`src/rtl/ysyx_22040386_lsu_pkg.sv`:
```
// Shared definitions for the ysyx_22040386 load/store unit: funct3 codes,
// FSM state encoding and the byte-lane helper functions.
package ysyx_22040386_lsu_pkg;

    localparam logic [2:0] F3_LB  = 3'b000;
    localparam logic [2:0] F3_LH  = 3'b001;
    localparam logic [2:0] F3_LW  = 3'b010;
    localparam logic [2:0] F3_LD  = 3'b011;
    localparam logic [2:0] F3_LBU = 3'b100;
    localparam logic [2:0] F3_LHU = 3'b101;
    localparam logic [2:0] F3_LWU = 3'b110;
    localparam logic [2:0] F3_SB  = 3'b000;
    localparam logic [2:0] F3_SH  = 3'b001;
    localparam logic [2:0] F3_SW  = 3'b010;
    localparam logic [2:0] F3_SD  = 3'b011;

    typedef enum logic [1:0] {
        ST_IDLE = 2'd0,
        ST_REQ  = 2'd1,
        ST_WAIT = 2'd2,
        ST_OUT  = 2'd3
    } lsu_state_e;

    function automatic logic [7:0] store_mask(input logic [2:0] funct3, input logic [2:0] off);
        logic [7:0] mask;
        case (funct3)
            F3_SB:   mask = 8'h01 << off;
            F3_SH:   mask = 8'h03 << off;
            F3_SW:   mask = 8'h0F << off;
            default: mask = 8'hFF;
        endcase
        return mask;
    endfunction

    // Size is encoded in funct3[1:0] for both signed and unsigned loads.
    function automatic logic addr_misaligned(input logic [2:0] funct3, input logic [2:0] off);
        logic bad;
        case (funct3[1:0])
            2'b00:   bad = 1'b0;
            2'b01:   bad = off[0];
            2'b10:   bad = |off[1:0];
            default: bad = |off;
        endcase
        return bad;
    endfunction

endpackage

```
`src/rtl/ysyx_22040386_lsu_ext.sv`:
```
// Load data alignment: shifts the addressed bytes down to lane 0 and
// applies sign or zero extension according to funct3.
module ysyx_22040386_lsu_ext
    import ysyx_22040386_lsu_pkg::*;
(
    input  logic [63:0] rdata,
    input  logic [2:0]  off,
    input  logic [2:0]  funct3,
    output logic [63:0] result
);

    logic [63:0] shifted_s;

    assign shifted_s = rdata >> {off, 3'b000};

    // Select width and extension; undefined codes yield zero.
    always_comb begin
        result = 64'd0;
        case (funct3)
            F3_LB:   result = {{56{shifted_s[7]}},  shifted_s[7:0]};
            F3_LH:   result = {{48{shifted_s[15]}}, shifted_s[15:0]};
            F3_LW:   result = {{32{shifted_s[31]}}, shifted_s[31:0]};
            F3_LD:   result = shifted_s;
            F3_LBU:  result = {56'd0, shifted_s[7:0]};
            F3_LHU:  result = {48'd0, shifted_s[15:0]};
            F3_LWU:  result = {32'd0, shifted_s[31:0]};
            default: result = 64'd0;
        endcase
    end

endmodule

```
`src/rtl/ysyx_22040386_lsu.sv`:
```
// Load/store unit: accepts one EXU op at a time, runs a single bus
// transaction through IDLE/REQ/WAIT/OUT and hands aligned data to writeback.
module ysyx_22040386_lsu
    import ysyx_22040386_lsu_pkg::*;
#(
    parameter int ADDR_W = 64,
    parameter int DATA_W = 64
) (
    input  logic              clk,
    input  logic              rst,
    input  logic              in_valid,
    output logic              in_ready,
    input  logic              mem_read,
    input  logic              mem_write,
    input  logic [2:0]        funct3,
    input  logic [ADDR_W-1:0] addr,
    input  logic [63:0]       wdata,
    output logic              mem_req_valid,
    input  logic              mem_req_ready,
    output logic              mem_req_wen,
    output logic [ADDR_W-1:0] mem_req_addr,
    output logic [63:0]       mem_req_wdata,
    output logic [7:0]        mem_req_wmask,
    input  logic              mem_rsp_valid,
    input  logic [63:0]       mem_rsp_rdata,
    output logic              out_valid,
    input  logic              out_ready,
    output logic [63:0]       rd_mem_data,
    output logic              lsu_err
);

    if (DATA_W != 64) begin : g_bad_data_w
        $error("ysyx_22040386_lsu supports DATA_W == 64 only");
    end

    lsu_state_e        state_r;
    lsu_state_e        state_nx_s;
    logic              accept_s;
    logic              is_mem_s;
    logic              err_s;
    logic [2:0]        f3_r;
    logic [2:0]        off_r;
    logic              wen_r;
    logic [ADDR_W-1:0] req_addr_r;
    logic [63:0]       req_wdata_r;
    logic [7:0]        req_wmask_r;
    logic [63:0]       rd_data_r;
    logic              err_r;
    logic [63:0]       ext_data_s;

    assign accept_s = in_valid & in_ready;
    assign is_mem_s = mem_read | mem_write;
    assign err_s    = (mem_read & mem_write)
                    | (mem_read & (funct3 == 3'b111))
                    | (mem_write & (funct3 > F3_SD))
                    | (is_mem_s & addr_misaligned(funct3, addr[2:0]));

    // in_ready is held low while reset is asserted so nothing is offered then.
    assign in_ready      = (state_r == ST_IDLE) & ~rst;
    assign mem_req_valid = (state_r == ST_REQ);
    assign out_valid     = (state_r == ST_OUT);
    assign mem_req_wen   = wen_r;
    assign mem_req_addr  = req_addr_r;
    assign mem_req_wdata = req_wdata_r;
    assign mem_req_wmask = req_wmask_r;
    assign rd_mem_data   = rd_data_r;
    assign lsu_err       = err_r;

    ysyx_22040386_lsu_ext u_ext (
        .rdata  (mem_rsp_rdata),
        .off    (off_r),
        .funct3 (f3_r),
        .result (ext_data_s)
    );

    // FSM state register.
    always_ff @(posedge clk or posedge rst) begin
        if (rst) begin
            state_r <= ST_IDLE;
        end else begin
            state_r <= state_nx_s;
        end
    end

    // Next-state logic; errors and non-memory ops skip the bus entirely.
    always_comb begin
        state_nx_s = state_r;
        case (state_r)
            ST_IDLE: begin
                if (accept_s) begin
                    if (err_s || !is_mem_s) begin
                        state_nx_s = ST_OUT;
                    end else begin
                        state_nx_s = ST_REQ;
                    end
                end else begin
                    state_nx_s = ST_IDLE;
                end
            end
            ST_REQ: begin
                if (mem_req_ready) begin
                    state_nx_s = ST_WAIT;
                end else begin
                    state_nx_s = ST_REQ;
                end
            end
            ST_WAIT: begin
                if (mem_rsp_valid) begin
                    state_nx_s = ST_OUT;
                end else begin
                    state_nx_s = ST_WAIT;
                end
            end
            ST_OUT: begin
                if (out_ready) begin
                    state_nx_s = ST_IDLE;
                end else begin
                    state_nx_s = ST_OUT;
                end
            end
            default: state_nx_s = ST_IDLE;
        endcase
    end

    // Request fields, captured response and result registers.
    always_ff @(posedge clk or posedge rst) begin
        if (rst) begin
            f3_r        <= 3'd0;
            off_r       <= 3'd0;
            wen_r       <= 1'b0;
            req_addr_r  <= {ADDR_W{1'b0}};
            req_wdata_r <= 64'd0;
            req_wmask_r <= 8'd0;
            rd_data_r   <= 64'd0;
            err_r       <= 1'b0;
        end else begin
            case (state_r)
                ST_IDLE: begin
                    if (accept_s) begin
                        f3_r        <= funct3;
                        off_r       <= addr[2:0];
                        wen_r       <= mem_write;
                        req_addr_r  <= {addr[ADDR_W-1:3], 3'b000};
                        req_wdata_r <= mem_write ? (wdata << {addr[2:0], 3'b000}) : 64'd0;
                        req_wmask_r <= mem_write ? store_mask(funct3, addr[2:0]) : 8'd0;
                        rd_data_r   <= 64'd0;
                        err_r       <= err_s;
                    end
                end
                ST_WAIT: begin
                    if (mem_rsp_valid) begin
                        rd_data_r <= wen_r ? 64'd0 : ext_data_s;
                    end
                end
                ST_OUT: begin
                    if (out_ready) begin
                        rd_data_r <= 64'd0;
                        err_r     <= 1'b0;
                    end
                end
                default: begin
                    rd_data_r <= rd_data_r;
                end
            endcase
        end
    end

endmodule

```
`config.mk`:
```
export PLATFORM = sky130hd
export DESIGN_NAME = ysyx_22040386_lsu
export DESIGN_NICKNAME = d
export VERILOG_FILES = /design/src/rtl/ysyx_22040386_lsu_pkg.sv /design/src/rtl/ysyx_22040386_lsu_ext.sv /design/src/rtl/ysyx_22040386_lsu.sv
export SDC_FILE = /design/constraint.sdc
export NUM_CORES = 1
export LEC_CHECK = 0
export ABC_AREA = 1
export BUFFER_PORTS_ARGS = -buffer_cell sky130_fd_sc_hd__buf_2
export CORE_AREA = 2 2 159 161
export DETAILED_ROUTE_END_ITERATION = 10
export DIE_AREA = 0 0 161 163
export GPL_ROUTABILITY_DRIVEN = 0
export PLACE_DENSITY = 0.76
export SYNTH_ARGS = -nofsm -noshare
export SYNTH_HDL_FRONTEND = slang
export SYNTH_SLANG_ARGS = --single-unit
```
`constraint.sdc`:
```
create_clock -name clk -period 7.4 [get_ports clk]
set_input_delay 1.11 -clock clk [delete_from_list [all_inputs] [get_ports clk]]
set_output_delay 1.11 -clock clk [all_outputs]
set_load 0.05 [all_outputs]
```
==> summary.md, run 1 <==
| Metric | Value |
|---|---|
| Outcome | `finished, final reports clean` |
| Reg2reg path depth | `9` |
| Ports | `a little over 400` |
| Hold path depth | `2` |
| Power Density | `463 nW/um^2` |
| Net count reported at finish | `between 2000 and 2500` |
| Area grow syn2layout | `24.0%` |
| Post-CTS sizing | `0` |
| Maxcap violations | `0` |
| Required time of the worst setup path | `7810 ps` |
| Final wirelength | `roughly 41000 um` |
| Core box area | `24700 sq um` |
| First-pass DRT Iterations | `6` |
| Initial drt markers | `about 1400` |
| Overall Power | `between 6 and 7 mW` |
| Synth top area cells | `dfrtp_1 (45%), nand2_1 (23%), o21ai_0 (6.3%), nand3_1 (3.3%), nor2_1 (2.0%)` |
| Longest Clk Path Bufs | `3` |
| RSZ-0062 raised after global routing | `no` |
| Sequential area share after synthesis | `roughly 45%` |
| R2r setup slk | `3980 ps` |
| Post-DP Area | `around 13000 sq um` |
| Final Hold Fails | `0` |
| Slew Limit Fails | `0` |
| DP Cell Count | `approximately 2200` |
| Routed vias/inst | `~5.5` |
| Largest net degree at the start of global routing | `about 150` |
| Final ANT Viol Nets | `0` |
| Gr ovfl total | `0` |
| Port Buf Inserts | `404` |
| Hold Path Class | `reg2reg` |
| Post-synth top area share | `around 45%` |
| Worst VDD drop | `around 0.30 mV` |
| Post-synth top area cell | `dfrtp_1` |
| Setup crit start kind | `flop` |
| Tmin final | `~3400 ps` |
| Rel. slew slack | `between 20% and 30%` |
| Crit Path Max Fanout | `slightly above 70` |
| Site Rows | `58` |
| Yosys reg bits | `about 210` |
| Sink Count | `~210` |
| First-pass GRT wire length | `62400 um` |
| CTS Hold Buffers Added | `0` |
| DRC violations left | `0` |
| TNS Setup | `0 ps` |
| Fin crit share | `46.2%` |
| Met3 WL post-DR | `around 4100 um` |
| Initial antenna violation count | `4` |
| Post-Layout Inst Area | `~14000 sq um` |
| Commonest non-fill, non-tap cell in the layout | `nand2_1` |
| Post-detail-place hpwl | `between 20000 and 30000 um` |
| Reg power frac | `around 27%` |
| Final setup viols | `0` |
| Static leakage | `just over 8 nW` |
| CTS H-tree lvls | `1` |
| NetSw | `between 3 and 4 mW` |
| WS Path Type | `reg2reg` |
| Clock network power share | `about a fifth` |
| Clock Pin Slew Worst Setup and Hold Paths | `70 ps` |
| Share of post-route cells with drive strength above 1 | `25.4%` |
| Clk_skew | `roughly 15 ps` |
| Die width | `161 um` |
| Die ar. | `~26000 sq um` |
| Synth warn | `0` |
| Clock root cell | `clkbuf_16` |
| Layout Cells excl Fill | `between 2000 and 2500` |
| Starting Density | `46.8%` |
| Mapped Avg Cell Area | `~7.2 sq um` |
| Power share of the combinational group | `between 50 and 60%` |
| Post-synthesis instance total | `about 1600` |
| Switching share of power | `between 50% and 60%` |
| Setup Fix Bufs, Post-CTS | `0` |
| GRT Util Overall | `a little under a third` |
| Wl on met1 | `around 15000 um` |
| Top layer in use | `met5` |
| Post-Synth XOR/XNOR Area | `0%` |
| Cell variety after synth | `36` |
| Post-Place Setup Slack | `around 4000 ps` |
| CTS tree | `yes` |
| Synth Area in Compound Gates | `around 15%` |
| Wire per inst | `between 15 and 20 um` |
| Crit path DAT | `3830 ps` |
| Setup crit end kind | `flop` |
| Total number of vias | `between 10000 and 15000` |
| Final WS setup | `3980 ps` |
| Cell area after synthesis | `11500 sq um` |
| Worst-Skew Late Latency | `about 520 ps` |
| Mux contribution to synthesized area | `0.347%` |
| Worst slew pin tran | `1120 ps` |
| Power Internal | `roughly 3.1 mW` |
| Commonest non-fill, non-tap cells in the layout | `nand2_1 (710), buf_2 (404), dfrtp_1 (205)` |
| Simple-gate share of the synthesized area | `32.4%` |
| Maximum clock rate | `between 0.2 and 0.3 GHz` |
| Main combinational cell family by area after synthesis | `simple AND/OR/NAND/NOR gates` |
| CTS Buf Count | `24` |
| Chip height | `roughly 160 um` |
| Vias in the first global route | `roughly 12000` |
| Fillers | `2367` |
| Adder-cell area share of the yosys netlist | `0.542%` |
| Wire length on met2 | `19300 um` |
[cell type report]
class	instances	area (sq um)	area share (%)
repair buffers	413	2090	14.6
diodes	2	5.00	0.0349
flip-flops and latches	207	5180	36.2
multi-input cells	1230	5560	38.8
inverters	63	244	1.70
clock buffers	30	653	4.56
clock inverters	14	175	1.22
well taps	330	413	2.88
[registers in the layout, summed over array words and instances, names as in the netlist]
| signal | flops |
|---|---|
| off_r | 3 |
| state_r | 2 |
| mem_req_wmask | 8 |
| f3_r | 3 |
| mem_req_wen | 1 |
| lsu_err | 1 |
| mem_req_wdata | 64 |
| mem_req_addr | 61 |
| rd_mem_data | 64 |
[kinds of logic after synthesis]
group / after synthesis
other: 1
AO/OA/AOI/OAI: 300
multiplexers: 4
adder cells (fa/ha/maj): 5
buffers and inverters: 178
flip-flops: 207
AND/OR/NAND/NOR: 918
[through the flow]
step | hold WS [ps] | util, %
floorplan | 535 | -
global placement | 458 | 54.7
detailed placement | 460 | 54.7
CTS | 477 | 58.0
global route | 488 | 58.0
finish | 472 | 58.0
[power groups by stage]
stage / sequential, mW / clock (mW) / combinational (mW)
2_1_floorplan: 2.97 / 0 / 1.55
3_3_place_gp: 1.80 / 0 / 3.53
3_5_place_dp: 1.80 / 0 / 3.57
4_1_cts: 1.79 / 1.26 / 3.58
5_1_grt: 1.85 / 1.31 / 3.87
6_report: 1.80 / 1.23 / 3.60
[critical path, stage by stage, from the launching register on]
cell and delay [ps]:
dfrtp_2 1100, inv_2 620, nand3_1 260, nand3_1 130
nand3_2 530, nand2_1 140, inv_2 270, nand2_1 100
nand2_1 80, nand2_1 60
[synth_stat cells]
library cell,number
a22oi_1,5
o221ai_1,1
ha_1,5
a21oi_2,1
conb_1,1
nand2_1,711
buf_1,8
mux2i_1,4
or2_2,18
buf_6,10
o31ai_1,16
o211ai_1,22
nor3_1,2
nor2_4,2
nand2_2,2
inv_2,9
buf_2,43
inv_1,54
dfrtp_1,207
a32o_1,8
nand3b_1,2
nand3_2,3
a21oi_1,45
o21ai_1,21
nor2_2,2
o21ai_0,146
clkbuf_1,47
buf_4,7
o22ai_1,33
and3_1,1
o32ai_1,1
a31oi_1,1
nor2_1,63
nand4_1,35
nand3_1,76
nand2_4,1
[routing by layer]
layer | up-vias | global-route usage [%]
met2 | 745 | 48.9
met4 | 4 | 14.5
met3 | 136 | 6.19
met5 | - | 0
li1 | 5920 | -
met1 | 5898 | 38.6
[path summary, 6_finish.rpt]
| check | to | start |
|---|---|---|
| setup / recovery | rd_mem_data[27] | off_r[1] |
| setup reg to reg | rd_mem_data[27] | off_r[1] |
| max in group asynchronous | off_r[0] | rst |
| hold reg to reg | mem_req_addr[22] | mem_req_addr[22] |
| hold / removal | mem_req_addr[22] | mem_req_addr[22] |
| min in group asynchronous | mem_req_addr[39] | rst |
(Power assumes the default switching activity.)
==> inputs of run 2 (changes only) <==
ABC_AREA = 0   (was 1)
CORE_AREA = default   (was 2 2 159 161)
CORE_MARGIN = 2   (was default)
CORE_UTILIZATION = 46   (was default)
DIE_AREA = default   (was 0 0 161 163)
PLACE_DENSITY = 0.78   (was 0.76)
clock period = 2.95 ns   (was 7.4 ns; I/O delays follow)
==> run 2 against run 1 <==
Against the previous run:
- critical endpoint is now rd_mem_data[25]
- fmax rose by 36%
- largest power group unchanged
- total power rose to 2.6 times the previous value
- highest routed layer unchanged
- core utilization increased by 2.0 points
- cell area up 1.7%
==> summary.md, run 2 <==
| Metric | Value |
|---|---|
| Final WS setup | `436 ps (was 3980 ps)` |
| Clock root cell | `clkbuf_16 (unchanged)` |
| Worst slew pin tran | `897 ps (was 1120 ps)` |
| Yosys reg bits | `207 (unchanged)` |
| Die ar. | `26000 sq um (was 26200 sq um)` |
| Reg-to-reg startpoint | `state_r[0] (was off_r[1])` |
| Power Density | `1170 nW/um^2 (was 463 nW/um^2)` |
| CTS Buf Count | `24 (unchanged)` |
| Maximum clock rate | `0.398 GHz (was 0.292 GHz)` |
| Commonest non-fill, non-tap cell in the layout | `buf_2 (was nand2_1)` |
| Setup Fix Bufs, Post-CTS | `0 (unchanged)` |
| Final hold slack | `112 ps (was 472 ps)` |
| Overall Power | `17.0 mW (was 6.63 mW)` |
| Mapped Avg Cell Area | `9.88 sq um (was 7.16 sq um)` |
| Cell area after synthesis | `11400 sq um (was 11500 sq um)` |
| Wire per inst | `20.9 um (was 18.0 um)` |
| Post-synth EDFFs | `0 (unchanged)` |
| Area grow syn2layout | `28.2% (was 24.0%)` |
| Post-synthesis instance total | `1150 (was 1613)` |
| Site Rows | `57 (was 58)` |
| Commonest non-fill, non-tap cells in the layout | `buf_2 (403), nand2_1 (335), dfrtp_1 (204) (was nand2_1 (710), buf_2 (404), dfrtp_1 (205))` |
| Sequential area share after synthesis | `45.6% (was 44.8%)` |
| Clock Pin Slew Worst Setup and Hold Paths | `60 ps (was 70 ps)` |
| Die width | `161 um (about the same)` |
| Setup crit start | `state_r[0] (was off_r[1])` |
| DRC violations left | `0 (unchanged)` |
| Final ANT Viol Nets | `0 (unchanged)` |
| Required time of the worst setup path | `3400 ps (was 7810 ps)` |
| Sink Count | `207 (unchanged)` |
| Routed vias/inst | `5.83 (was 5.55)` |
| Slew Limit Fails | `0 (unchanged)` |
| GRT Util Overall | `29.7% (was 30.1%)` |
| First-pass GRT wire length | `60300 um (was 62400 um)` |
| CTS tree | `yes (unchanged)` |
| Longest Clk Path Bufs | `3 (unchanged)` |
| Largest net degree at the start of global routing | `99 (was 146)` |
| Initial antenna violation count | `5 (was 4)` |
| Post-synth top area share | `45.6% (was 44.8%)` |
| Final wirelength | `38900 um (was 41100 um)` |
| Clk_skew | `8.29 ps (was 15.3 ps)` |
| RSZ-0062 raised after global routing | `no (unchanged)` |
| Port Buf Inserts | `404 (unchanged)` |
| Setup crit end kind | `flop (unchanged)` |
| Post-detail-place hpwl | `29200 um (was 29400 um)` |
| Worst hold start | `addr[25] (was mem_req_addr[22])` |
| Worst VDD drop | `0.782 mV (was 0.301 mV)` |
| Vias in the first global route | `10531 (was 11696)` |
| Ports | `408 (unchanged)` |
| Static leakage | `7.64 nW (was 8.15 nW)` |
| Core box area | `24200 sq um (was 24700 sq um)` |
| Worst-Skew Late Latency | `520 ps (about the same)` |
| Post-Place Setup Slack | `484 ps (was 3990 ps)` |
| Total number of vias | `10859 (was 12703)` |
| Setup crit start kind | `flop (unchanged)` |
| Crit Path Max Fanout | `16 (was 72)` |
| Reg2reg path depth | `7 (was 9)` |
| WS Path Type | `reg2reg (unchanged)` |
| Synth top area cells | `dfrtp_1 (46%), nand2_1 (11%), mux4_2 (7.5%), mux2i_1 (7.0%), a22oi_1 (3.1%) (was dfrtp_1 (45%), nand2_1 (23%), o21ai_0 (6.3%), nand3_1 (3.3%), nor2_1 (2.0%))` |
| Top FF cell, synth | `dfrtp_1 (unchanged)` |
| Hold path depth | `3 (was 2)` |
| Cell variety after synth | `54 (was 36)` |
| Tmin final | `2510 ps (was 3420 ps)` |
| CTS H-tree lvls | `1 (unchanged)` |
| Fin crit share | `85.2% (was 46.2%)` |
| Most common cell in the netlist | `nand2_1 (unchanged)` |
| First-pass DRT Iterations | `6 (unchanged)` |
| Post-CTS sizing | `0 (unchanged)` |
| Synth cell count leaders | `nand2_1 (336), dfrtp_1 (207), mux2i_1 (80) (was nand2_1 (711), dfrtp_1 (207), o21ai_0 (146))` |
| Share of post-route cells with drive strength above 1 | `36.0% (was 25.4%)` |
| Initial drt markers | `1112 (was 1411)` |
| Maxcap violations | `0 (unchanged)` |
| Outcome | `finished, final reports clean (unchanged)` |
| Fillers | `2089 (was 2367)` |
| Net count reported at finish | `1727 (was 2147)` |
| Chip height | `161 um (was 163 um)` |
| R2r setup slk | `440 ps (was 3980 ps)` |
| Final setup viols | `0 (unchanged)` |
| Hold Path Class | `in2reg (was reg2reg)` |
| Gr ovfl total | `0 (unchanged)` |
| Starting Density | `46.9% (was 46.8%)` |
| Ys async rst share | `100% (unchanged)` |
| Final Hold Fails | `0 (unchanged)` |
| Rel. slew slack | `39.9% (was 25.2%)` |
| Crit path DAT | `2960 ps (was 3830 ps)` |
| Post-synth top area cell | `dfrtp_1 (unchanged)` |
| Synth warn | `0 (unchanged)` |
run 2: routing by layer:
metal / share of wire [%] / track usage (%) / vias to the layer above
met3: 9.3 / 6.11 / 125
li1: - / - / 4867
met5: 0.033 / 0 / -
met2: 47 / 48.6 / 646
met1: 38 / 37.8 / 5219
met4: 5.6 / 14.4 / 2
run 2: final cells by class:
class	count	area, sq um	share of cell area [%]
clock inverter	13	206	1.42
multi-input combinational	844	5740	39.4
timing repair buffer	436	2320	15.9
tap	324	405	2.78
inverter	6	26.3	0.180
sequential	207	5180	35.6
antenna	3	7.51	0.0515
clock buffer	31	678	4.66
run 2: worst max-delay path, cell delays in order (launching register included):
cell	delay, ps
dfrtp_1	410
inv_1	130
ha_1	270
nand4bb_1	140
a2111oi_0	480
and4b_1	290
or2_1	520
a221o_1	200
run 2: worst paths after layout:
| path | endpoint |
|---|---|
| worst max register to register | rd_mem_data[25] |
| worst min-delay path | mem_req_addr[25] |
| min in group asynchronous | lsu_err |
| max in group asynchronous | mem_req_wdata[4] |
| worst min register to register | mem_req_addr[5] |
| worst max-delay path | rd_mem_data[25] |
run 2: kinds of logic (layout without fill, tap and decap cells):
logic type               Yosys count  after routing  share of synthesized area (%)
adder cells (fa/ha/maj)            5              5                          0.551
AO/OA/AOI/OAI                    270            270                           16.6
XOR/XNOR                           1              1                         0.0771
AND/OR/NAND/NOR                  420            420                           15.8
multiplexers                     145            145                           17.3
buffers and inverters            101            486                           4.07
other                              1              6                         0.0330
flip-flops                       207            207                           45.6
run 2: power breakdown:
group	internal, mW	total, mW	switching, mW
combinational	2.41	9.02	6.61
clock	2.07	3.30	1.23
sequential	3.92	4.71	0.799
run 2: repair_timing:
item,CTS,global route
hold endpoints to repair,12,0
endpoints found under the setup margin,0,0
hold buffers,1,0
run 2: stage by stage:
step	setup TNS, ps	instance area [sq um]	instances	util, %
2_1_floorplan	-37000	11400	1152	-
3_3_place_gp	0	13700	1816	56.4
3_5_place_dp	0	13700	1816	56.4
4_1_cts	0	14600	1861	60.0
5_1_grt	0	14600	1862	60.1
6_report	0	14600	1864	60.1
